$ cat config.mk
export PLATFORM = sky130hd
export DESIGN_NAME = gauss_frame_ctrl
export DESIGN_NICKNAME = d
export VERILOG_FILES = /design/src/rtl/gauss_frame_ctrl.sv
export SDC_FILE = /design/constraint.sdc
export NUM_CORES = 1
export LEC_CHECK = 0
export CORE_MARGIN = 2
export CORE_UTILIZATION = 45
export CTS_CLUSTER_DIAMETER = 30
export DETAILED_ROUTE_END_ITERATION = 12
export DONT_BUFFER_PORTS = 1
export PLACE_DENSITY = 0.71
export SLEW_MARGIN = 40
export SYNTH_ARGS = -nofsm -noshare
export SYNTH_HDL_FRONTEND = slang
export SYNTH_SLANG_ARGS = --single-unit
$ cat constraint.sdc
create_clock -name clk -period 2.59 [get_ports clk]
set_input_delay 0.6475 -clock clk [delete_from_list [all_inputs] [get_ports clk]]
set_output_delay 0.6475 -clock clk [all_outputs]
set_load 0.01 [all_outputs]
$ cat src/rtl/gauss_frame_ctrl.sv
// Frame controller wrapped around a 3x3 filter: sequences one frame of pixels
// into the filter, counts the shrunken output frame and flags line/frame ends.
module gauss_frame_ctrl #(
    parameter int IMG_W = 256,
    parameter int IMG_H = 256
) (
    input  logic       clk,
    input  logic       rst,
    input  logic       start,
    input  logic       abort,
    output logic       busy,
    output logic       done,
    input  logic [7:0] s_pixel,
    input  logic       s_valid,
    output logic       s_ready,
    output logic       f_rst,
    output logic [7:0] f_pixel,
    output logic       f_valid,
    input  logic [7:0] fo_pixel,
    input  logic       fo_valid,
    output logic [7:0] m_pixel,
    output logic       m_valid,
    output logic       m_eol,
    output logic       m_eof
);

    localparam int CW = $clog2(IMG_W);
    localparam int RW = $clog2(IMG_H);

    localparam logic [CW-1:0] IN_COL_LAST  = CW'(IMG_W - 1);
    localparam logic [RW-1:0] IN_ROW_LAST  = RW'(IMG_H - 1);
    localparam logic [CW-1:0] OUT_COL_LAST = CW'(IMG_W - 3);
    localparam logic [RW-1:0] OUT_ROW_LAST = RW'(IMG_H - 3);

    typedef enum logic [1:0] {
        ST_IDLE,
        ST_CLR,
        ST_RUN,
        ST_WAIT
    } state_t;

    state_t        r_state;
    logic          r_f_rst;
    logic [7:0]    r_f_pixel;
    logic          r_f_valid;
    logic          r_fv_d;
    logic          r_done;
    logic [CW-1:0] r_in_col;
    logic [RW-1:0] r_in_row;
    logic [CW-1:0] r_out_col;
    logic [RW-1:0] r_out_row;

    logic w_busy;
    logic w_xfer;
    logic w_abort;
    logic w_in_last;
    logic w_m_valid;
    logic w_m_eol;
    logic w_m_eof;

    assign w_busy    = (r_state == ST_RUN) || (r_state == ST_WAIT);
    assign s_ready   = (r_state == ST_RUN);
    assign w_xfer    = s_valid & s_ready;
    assign w_abort   = abort & w_busy;
    assign w_in_last = (r_in_col == IN_COL_LAST) && (r_in_row == IN_ROW_LAST);

    // fo_valid only counts when paired with a fresh filter input one cycle earlier,
    // so a filter that holds its valid high is not double counted.
    assign w_m_valid = fo_valid & r_fv_d & w_busy;
    assign w_m_eol   = w_m_valid & (r_out_col == OUT_COL_LAST);
    assign w_m_eof   = w_m_eol & (r_out_row == OUT_ROW_LAST);

    assign busy    = w_busy;
    assign done    = r_done;
    assign f_rst   = r_f_rst;
    assign f_pixel = r_f_pixel;
    assign f_valid = r_f_valid;
    assign m_pixel = fo_pixel;
    assign m_valid = w_m_valid;
    assign m_eol   = w_m_eol;
    assign m_eof   = w_m_eof;

    always_ff @(posedge clk or posedge rst) begin
        if (rst) begin
            r_state   <= ST_IDLE;
            r_f_rst   <= 1'b1;
            r_f_pixel <= 8'd0;
            r_f_valid <= 1'b0;
            r_fv_d    <= 1'b0;
            r_done    <= 1'b0;
            r_in_col  <= '0;
            r_in_row  <= '0;
            r_out_col <= '0;
            r_out_row <= '0;
        end else begin
            r_f_rst   <= 1'b0;
            r_done    <= 1'b0;
            r_f_valid <= w_xfer & ~w_abort;
            r_fv_d    <= r_f_valid & ~w_abort;
            if (w_xfer) begin
                r_f_pixel <= s_pixel;
            end

            if (w_abort) begin
                // Cancel wins over any transfer or end-of-frame in the same cycle.
                r_state   <= ST_IDLE;
                r_f_rst   <= 1'b1;
                r_in_col  <= '0;
                r_in_row  <= '0;
                r_out_col <= '0;
                r_out_row <= '0;
            end else begin
                case (r_state)
                    ST_IDLE: begin
                        if (start) begin
                            r_state   <= ST_CLR;
                            r_f_rst   <= 1'b1;
                            r_in_col  <= '0;
                            r_in_row  <= '0;
                            r_out_col <= '0;
                            r_out_row <= '0;
                        end
                    end
                    ST_CLR: begin
                        r_state <= ST_RUN;
                    end
                    default: begin
                        if (w_xfer) begin
                            if (r_in_col == IN_COL_LAST) begin
                                r_in_col <= '0;
                                r_in_row <= r_in_row + RW'(1);
                            end else begin
                                r_in_col <= r_in_col + CW'(1);
                            end
                            if (w_in_last) begin
                                r_state <= ST_WAIT;
                            end
                        end
                        if (w_m_valid) begin
                            if (r_out_col == OUT_COL_LAST) begin
                                r_out_col <= '0;
                                r_out_row <= r_out_row + RW'(1);
                            end else begin
                                r_out_col <= r_out_col + CW'(1);
                            end
                        end
                        // End of frame also ends a RUN cut short by an early filter.
                        if (w_m_eof) begin
                            r_state   <= ST_IDLE;
                            r_done    <= 1'b1;
                            r_in_col  <= '0;
                            r_in_row  <= '0;
                            r_out_col <= '0;
                            r_out_row <= '0;
                        end
                    end
                endcase
            end
        end
    end

endmodule

==> results.md, run 1 <==
* CTS H-tree depth at 2
* Rows at 26
* Fin. max-slew vios at 0
* First-pass GRT wire length at 8290 µm
* Routed wire length at 4860 µm
* TritonCTS clock tree: yes
* CTS Sinks at 46
* Clock Latency Late Sink at 300 ps
* Post-synthesis sequential area ratio at 47.0%
* Number of cells on the critical path at 4
* Share of cells above drive strength 1 at under 10%
* Grt ovf at 0
* Drt first pass iters at 4
* Iter 0 DRT Violations at 136
* Slowest library cell on the worst path: dfrtp_1
* Final setup fails at 0
* Final Hold Viols at 0
* DRC at 0
* Crit path max fanout at 5
* Min cycle time layout at 2430 ps
* Fill count at 473
* Outcome: complete, no violations
* Clock root cell: clkbuf_8
* Met1 WL at between 2000 and 2500 µm
* DP Wirelength at 3570 µm
* Mapped Cells at 271
* RSZ-0062 raised after global routing: false
* Top layer in use: met4
* Critical path, cell by cell: and3_1 > nor3b_2 > nand2_1 > inv_1
* Area after DPL at 2480 µm²
* CTS Hold Buffers Added at 0
* Worst setup endpoint: m_eof
* Post-CTS Setup Inserts at 0
* Most common cell after layout, fill and taps aside: dfrtp_1
* Critical path class: reg -> out
* Fmax at 412 MHz
* Met2 wire length at ~2300 µm
* Detail Route Antenna Nets at 0
* Synth area leaders: dfrtp_1 (46%), nand2_1 (6.6%), nand3_1 (4.9%)
* Worst Reg-to-Reg Cells at 8
* Total number of vias at 1,894
* Critical Path RT at slightly below 2000 ps
* Worst Hold Class: in -> async
* Mapped Avg Cell Area at 9.04 µm²
* Seq cells post-synth at 46
* Final Skew at between 9 and 10 ps
* Final instance area at 2620 µm²
* Clock transition at the registers of the reported paths at 90 ps
* Starting Density at 47.4%
* Layout Utilization at 50.6%
* Max Cap Viol at 0
* Synth Flop Type: dfrtp_1
* CP endpoint kind: output port
* Vias in the first global route at about 1,800
* YS warnings at 0
* Crit-path leading delay family: simple AND/OR/NAND/NOR gates
* Top-area cell type share of the netlist area at 45.9%
* Mapped cell area at 2450 µm²
* Bufs on Longest Clock Path at 2
* Die ar. at 6050 µm²
* Max incr delay on CP at 530 ps
* Initial antenna violation count at 0
* Top-Level Pins at 46
* Worst Max-Slew Pin Slew at 606 ps
* R2R Path End: r_in_row[3]
* Post-cts sizing count at 0
* Number of vias per cell at 5.60
* Asr flop ratio synth at 100%
* Core box area at 5170 µm²
* Worst setup margin at 165 ps
* CP startpoint: r_state[1]
* Critical path buffers and inverters at 1
* DP Worst Slack at 308 ps
* DR WL/cell at approximately 14 µm
* NumNets Final at 295
* Crit start category: flip-flop
* EDFF count, synth at 0
* Worst reg-to-reg setup slack at ~280 ps
* TNS Setup at 0 ps
* Post-synth net total at around 300
* Die Wd at 77.8 µm
* Most frequent cells in the layout: dfrtp_1 (45), nand2_1 (43), nand3_1 (24), nor2_1 (24), o21ai_0 (15)
* GRT Total Usage at 17.1%
* Count of cell types in the netlist at 44
* Met3 WL at 258 µm
* Leakage power at 1.17 nW
* # diodes at 0
* Die H at 77.8 µm
* Pin count of the biggest net entering global routing at 18
* Final GP Congestion at between 0.8 and 0.9
* Slew HR at 59.6%
* CTS Buf Count at 5
* Pwr dens at 960 nW/µm²
* Max IR drop VDD at just over 0.5 mV
* Worst EP arrival at 1780 ps
* Synth area leader: dfrtp_1
* Area growth, synth to finish at 6.69%
* Reg2reg start: r_out_col[1]
* IO Port Bufs at 0
* Final period util at 93.6%
==> layout make-up <==
cell class              count  area, µm²  share of cell area [%]
clock buffers               5       68.8                    2.63
clock inverters             3       68.8                    2.63
inverters                   9       33.8                    1.29
multi-input cells         198       1150                    44.0
flip-flops and latches     46       1150                    44.1
well taps                  70       87.6                    3.35
repair buffers              7       52.6                    2.01
==> metal layers <==
metal	track usage, %	up-vias
met5	0	-
met4	5.36	0
met3	4.30	7
met2	26.7	41
met1	23.4	905
li1	-	941
==> metrics by stage <==
stage	total power, W	hold slack [ps]	cells
after floorplan	0.00173	465	271
after global placement	0.00188	497	330
after detailed placement	0.00190	507	330
after CTS	0.00254	196	338
after global routing	0.00270	206	338
final	0.00251	185	338
==> logic make-up (layout without fill, tap and decap cells) <==
logic type	count (synthesis)	in the layout	synth area share (%)
buf+inv	27	24	6.02
fa+ha+maj	6	6	3.06
flops	46	46	47.0
mux	1	1	0.459
simple gates	131	131	26.6
compound gates	55	55	15.1
xor+xnor	5	5	1.79
==> Yosys cell counts, types with 5 or more instances <==
cell,number
buf_4,9
inv_1,8
nor2_1,24
dfrtp_1,45
o21ai_0,15
a21oi_1,12
a21o_1,5
or4_1,5
nand3_1,24
nand2_1,43
ha_1,6
==> how the worst min path moves through the flow <==
stage,end,depth (start not counted)
floorplan,r_in_col[6],1
global placement,r_in_col[6],1
detailed placement,r_in_col[6],1
CTS,f_valid,1
global route,f_valid,1
finish,f_valid,1
==> sequential cells by signal, indices dropped and copies added (netlist names) <==
register / flops
f_pixel: 8
r_in_col: 8
r_out_col: 8
done: 1
r_out_row: 8
r_fv_d: 1
r_state: 2
r_in_row: 8
f_valid: 1
f_rst: 1
==> report_power, final <==
group	internal, W	switching, W	total (W)
combinational	0.000301	0.000509	0.000810
sequential	0.000871	0.000193	0.00106
clock	0.000386	0.000251	0.000637
(Power assumes the default switching activity.)
==> run 2: changes to the inputs <==
CTS_BUF_LIST = sky130_fd_sc_hd__clkbuf_16   (was unset)
==> results.md, run 2 (same netlist as run 1, synthesis figures left out) <==
* Clock Latency Late Sink at 290 ps
* Reg2reg start: r_out_col[1]
* Number of vias per cell at around 5.6
* IO Port Bufs at 0
* Drt first pass iters at 4
* Crit path max fanout at 5
* GRT Total Usage at 17.3%
* Routed wire length at 4880 µm
* Pin count of the biggest net entering global routing at 18
* Core box area at 5170 µm²
* Top-Level Pins at 46
* Grt ovf at 0
* Die H at 77.8 µm
* Final period util at roughly 93%
* # diodes at 0
* CTS Buf Count at 5
* CTS Hold Buffers Added at 0
* Iter 0 DRT Violations at 183
* Detail Route Antenna Nets at 0
* Outcome: complete, no violations
* Vias in the first global route at 1,770
* CP endpoint kind: output port
* Min cycle time layout at roughly 2400 ps
* Final Skew at 5.35 ps
* Final Hold Viols at 0
* Leakage power at between 1 and 1.5 nW
* Post-cts sizing count at 0
* Worst EP arrival at 1770 ps
* TNS Setup at 0 ps
* Crit start category: flip-flop
* Clock transition at the registers of the reported paths at roughly 70 ps
* Clock root cell: clkbuf_16
* Slew HR at 59.8%
* First-pass GRT wire length at 8330 µm
* Die Wd at between 70 and 80 µm
* DRC at 0
* Area growth, synth to finish at 8.98%
* Most frequent cells in the layout: dfrtp_1 (45), nand2_1 (43), nand3_1 (24), nor2_1 (24), o21ai_0 (15)
* NumNets Final at 295
* Die ar. at 6050 µm²
* Pwr dens at 1010 nW/µm²
* Max Cap Viol at 0
* Post-CTS Setup Inserts at 0
* Hold WS at 204 ps
* Bufs on Longest Clock Path at 2
* Final GP Congestion at 0.831
* Final setup fails at 0
* Max IR drop VDD at 0.507 mV
* Critical Path RT at 1940 ps
* Starting Density at 47.4%
* Fin. max-slew vios at 0
* DR WL/cell at 14.4 µm
* CTS H-tree depth at 2
* Share of cells above drive strength 1 at 8.96%
* Total number of vias at about 1,900
* DP Wirelength at 3570 µm
* RSZ-0062 raised after global routing: false
* CP startpoint: r_state[1]
* CTS Sinks at 46
* Critical path class: reg -> out
* Fmax at 414 MHz
* Worst Max-Slew Pin Slew at 603 ps
* Initial antenna violation count at 0
* TritonCTS clock tree: yes
* Most common cell after layout, fill and taps aside: dfrtp_1
* Worst Hold Class: in -> async
* Rows at 26
-- run 2: worst paths after layout --
check / endpoint / slack (ps) / cells after the start
hold reg to reg: r_in_col[6] / 520 / 1
hold / removal: f_valid / 200 / 1
max in group asynchronous: r_in_col[6] / 1850 / 2
setup / recovery: m_eof / 170 / 4
min in group clk: f_valid / 430 / 1
setup reg to reg: r_in_row[3] / 270 / 8
-- run 2: layer usage --
metal | track usage [%] | vias to the layer above | wire length, µm | share of wire [%]
met1 | 23.4 | 909 | 2290 | 47
met3 | 5.12 | 6 | 239 | 4.9
li1 | - | 944 | - | -
met4 | 5.54 | 0 | 56 | 1.1
met5 | 0 | - | 0 | 0
met2 | 26.7 | 32 | 2300 | 47
-- run 2: final cells by class --
| type | instances | area (µm²) |
|---|---|---|
| tap | 70 | 87.6 |
| clock inverter | 3 | 68.8 |
| inverter | 9 | 33.8 |
| multi-input combinational | 198 | 1150 |
| clock buffer | 5 | 125 |
| timing repair buffer | 7 | 52.6 |
| sequential | 46 | 1150 |
| fill | 463 | 2500 |
-- run 2: power breakdown --
group	internal [W]	total, W	switching [W]
clock network	0.000554	0.000829	0.000275
registers	0.000873	0.00107	0.000194
logic	0.000301	0.000810	0.000509
total	0.00173	0.00271	0.000978
-- run 2: through the flow --
| stage | worst slack [ps] | instance area, µm² | std cells | utilization [%] | power [W] |
|---|---|---|---|---|---|
| after floorplan | 466 | 2450 | 271 | - | 0.00173 |
| after global placement | 350 | 2480 | 330 | 47.9 | 0.00188 |
| after detailed placement | 308 | 2480 | 330 | 47.9 | 0.00190 |
| after CTS | 157 | 2670 | 338 | 51.6 | 0.00273 |
| after global routing | 25.8 | 2670 | 338 | 51.6 | 0.00289 |
| final | 172 | 2670 | 338 | 51.6 | 0.00271 |
-- run 2: worst max-delay path, cell delays in order (launching register included) --
cell and delay (ps):
dfrtp_1 530, and3_1 340, nor3b_2 260, nand2_1 170, inv_1 180
==> run 3: changes to the inputs <==
ABC_AREA = 1   (was unset)
clock period = 2.9 ns   (was 2.59 ns; I/O delays follow)
==> results.md, run 3 <==
* Detail Route Antenna Nets at 0
* Max IR drop VDD at 0.586 mV
* Critical Path RT at roughly 2200 ps
* Post-synthesis sequential area ratio at 43.8%
* Clk pwr share at 23.6%
* Final Hold Viols at 0
* DRC at 0
* RSZ-0062 raised after global routing: false
* Largest family of logic cells by synthesized area: simple AND/OR/NAND/NOR gates
* CTS H-tree depth at 2
* Rows at 27
* # diodes at 0
* Number of vias per cell at just under 5
* Multiplexer share of the synthesized area at 3.43%
* Grt ovf at 0
* First-pass GRT wire length at 8570 µm
* Worst Hold Class: in -> async
* Post-CTS Setup Inserts at 0
* M2 GR Usage at about a quarter
* TNS Setup at 0 ps
* CTS Buf Count at 5
* Mapped cell area at around 2600 µm²
* Post-synth net total at 368
* CP endpoint kind: output port
* Mapped Avg Cell Area at 7.73 µm²
* Area after DPL at around 2600 µm²
* Fill count at 545
* CTS Sinks at 46
* P_int at 0.00143 W
* Min cycle time layout at 2370 ps
* DP Cell Count at 398
* Combinational share of power at 35.1%
* Max Cap Viol at 0
* CTS Hold Buffers Added at 0
* Pwr dens at 875 nW/µm²
* GRT Total Usage at 17.0%
* Synth Area in Adders at under 10%
* Compound-gate portion of the synthesized area at around 6.8%
* Slowest library cell on the worst path: dfrtp_1
* Count of cell types in the netlist at 32
* Initial antenna violation count at 0
* DR WL/cell at between 10 and 15 µm
* Final GP Congestion at about 0.87
* Die ar. at about 6500 µm²
* XOR/XNOR share of the synthesized area at under 10%
* Top-Level Pins at 46
* DP Wirelength at roughly 3600 µm
* Layout Utilization at approximately half
* Total number of vias at about 2,000
* Critical path buffers and inverters at 3
* Non-filler instance count after layout at 406
* Iter 0 DRT Violations at 116
* Worst Max-Slew Pin Slew at 547 ps
* Clock root cell: clkbuf_16
* Pin count of the biggest net entering global routing at 47
* Vias in the first global route at 1,918
* Synth area leaders: dfrtp_1 (43%), nand2_1 (13%), inv_1 (5.9%)
* Outcome: complete, no violations
* Top-area cell type share of the netlist area at 42.8%
* Synth Flop Type: dfrtp_1
* TritonCTS clock tree: yes
* Synth area leader: dfrtp_1
* NumNets Final at 361
* Bufs on Longest Clock Path at 2
* Drt first pass iters at 4
* YS warnings at 0
* Clock transition at the registers of the reported paths at roughly 60 ps
* Crit-path leading delay family: simple AND/OR/NAND/NOR gates
* Asr flop ratio synth at 100%
* Mapped Cells at 340
* GR Layer Usage met1 at a little under a quarter
* Most frequent cells in the layout: nand2_1 (92), dfrtp_1 (45), inv_1 (40)
* Critical path, cell by cell: inv_1 > ha_1 > inv_1 > nor2_1 > nand2_1 > nor2_4 > nand3_2 > inv_1
* Simple-gate portion of the synthesized area at around 30%
* Crit start category: flip-flop
* IO Port Bufs at 0
* Most instantiated library cell after synthesis: nand2_1
* Seq cells post-synth at 46
* NetSw at 0.00101 W
* Crit path max fanout at 4
* Final setup fails at 0
* Top cells by count, synth: nand2_1 (92), dfrtp_1 (45), inv_1 (41)
* Share of cells above drive strength 1 at 11.4%
* EDFF count, synth at 0
* Final period util at 81.8%
* Crit-path most repeated cell: inv_1
* Critical path class: reg -> out
* Fmax at around 420 MHz
* Clock Latency Late Sink at 290 ps
* Fin. max-slew vios at 0
* Area growth, synth to finish at 5.85%
* Post-cts sizing count at 0
* Core box area at approximately 5600 µm²
* Global route hottest layer: met2
* Sw Share at 41.3%
* Worst EP arrival at 1650 ps
* Met3 Resource Use GR at 4.38%
* Register share of total power at about 41%
* Die Wd at 80.4 µm
* Final Skew at 5.37 ps
* Slew HR at a little under two thirds
* Max incr delay on CP at 410 ps
* Final instance area at 2780 µm²
* Most common cell after layout, fill and taps aside: nand2_1
* Starting Density at between 40 and 50%
* Routed wire length at 4850 µm
* Leakage power at between 1 and 1.5 nW
* Die H at 80.4 µm
[run 3: cell count changes after synthesis, sizes merged, moves of 7 or more]
| cell | previous run | this run |
|---|---|---|
| mux2 | 1 | 8 |
| nor2 | 24 | 42 |
| inv | 9 | 48 |
| nand2 | 43 | 95 |
| a21oi | 12 | 5 |
[run 3: logic make-up (layout without fill, tap and decap cells)]
| family | Yosys count | in the layout |
|---|---|---|
| simple gates | 176 | 176 |
| buf+inv | 63 | 57 |
| flops | 46 | 46 |
| compound gates | 33 | 33 |
| xor+xnor | 8 | 8 |
| mux | 8 | 8 |
| fa+ha+maj | 6 | 6 |
[run 3: path summary, 6_finish.rpt]
check / from / depth (start not counted) / slack, ps / endpoint
hold / removal: rst / 1 / 360 / f_pixel[3]
max in group asynchronous: rst / 1 / 2160 / f_rst
hold reg to reg: r_in_row[1] / 2 / 520 / r_in_row[1]
setup reg to reg: r_state[1] / 9 / 740 / r_out_row[7]
setup / recovery: r_out_col[1] / 8 / 530 / m_eof
min in group clk: abort / 1 / 500 / f_valid
[run 3: layer usage]
metal	share of wire (%)	vias up
met5	0	-
li1	-	1046
met1	48	916
met4	1.2	0
met2	44	48
met3	6.2	5
[run 3: worst register-to-register path, cell delays in order, from the launching register on]
cell,delay [ps]
dfrtp_1,520
nand2_1,310
inv_2,170
nor2_4,60
nand2_1,170
inv_1,70
nor2_2,350
nand2_1,140
o21ai_0,190
a21oi_1,60
[run 3: power by group through the flow]
stage	sequential (W)	combinational, W	clock, W
finish	0.00101	0.000855	0.000574
global route	0.00103	0.000985	0.000618
CTS	0.00101	0.000866	0.000588
detailed placement	0.00102	0.000862	0
global placement	0.00101	0.000831	0
floorplan	0.000972	0.000738	0
[run 3: area by class of cell]
class	count	area, µm²	share of cell area, %
clock buffer	5	125	4.50
multi-input combinational	231	1200	43.2
inverter	48	183	6.56
sequential	46	1150	41.4
tap	72	90.1	3.24
timing repair buffer	1	7.51	0.270
clock inverter	3	23.8	0.854
[run 3: per-stage QoR]
step | power, W | worst slack [ps] | hold slack, ps
5_1_grt | 0.00264 | 377 | 410
2_1_floorplan | 0.00171 | 822 | 468
3_3_place_gp | 0.00184 | 697 | 496
4_1_cts | 0.00246 | 500 | 384
6_report | 0.00243 | 528 | 357
3_5_place_dp | 0.00188 | 658 | 504
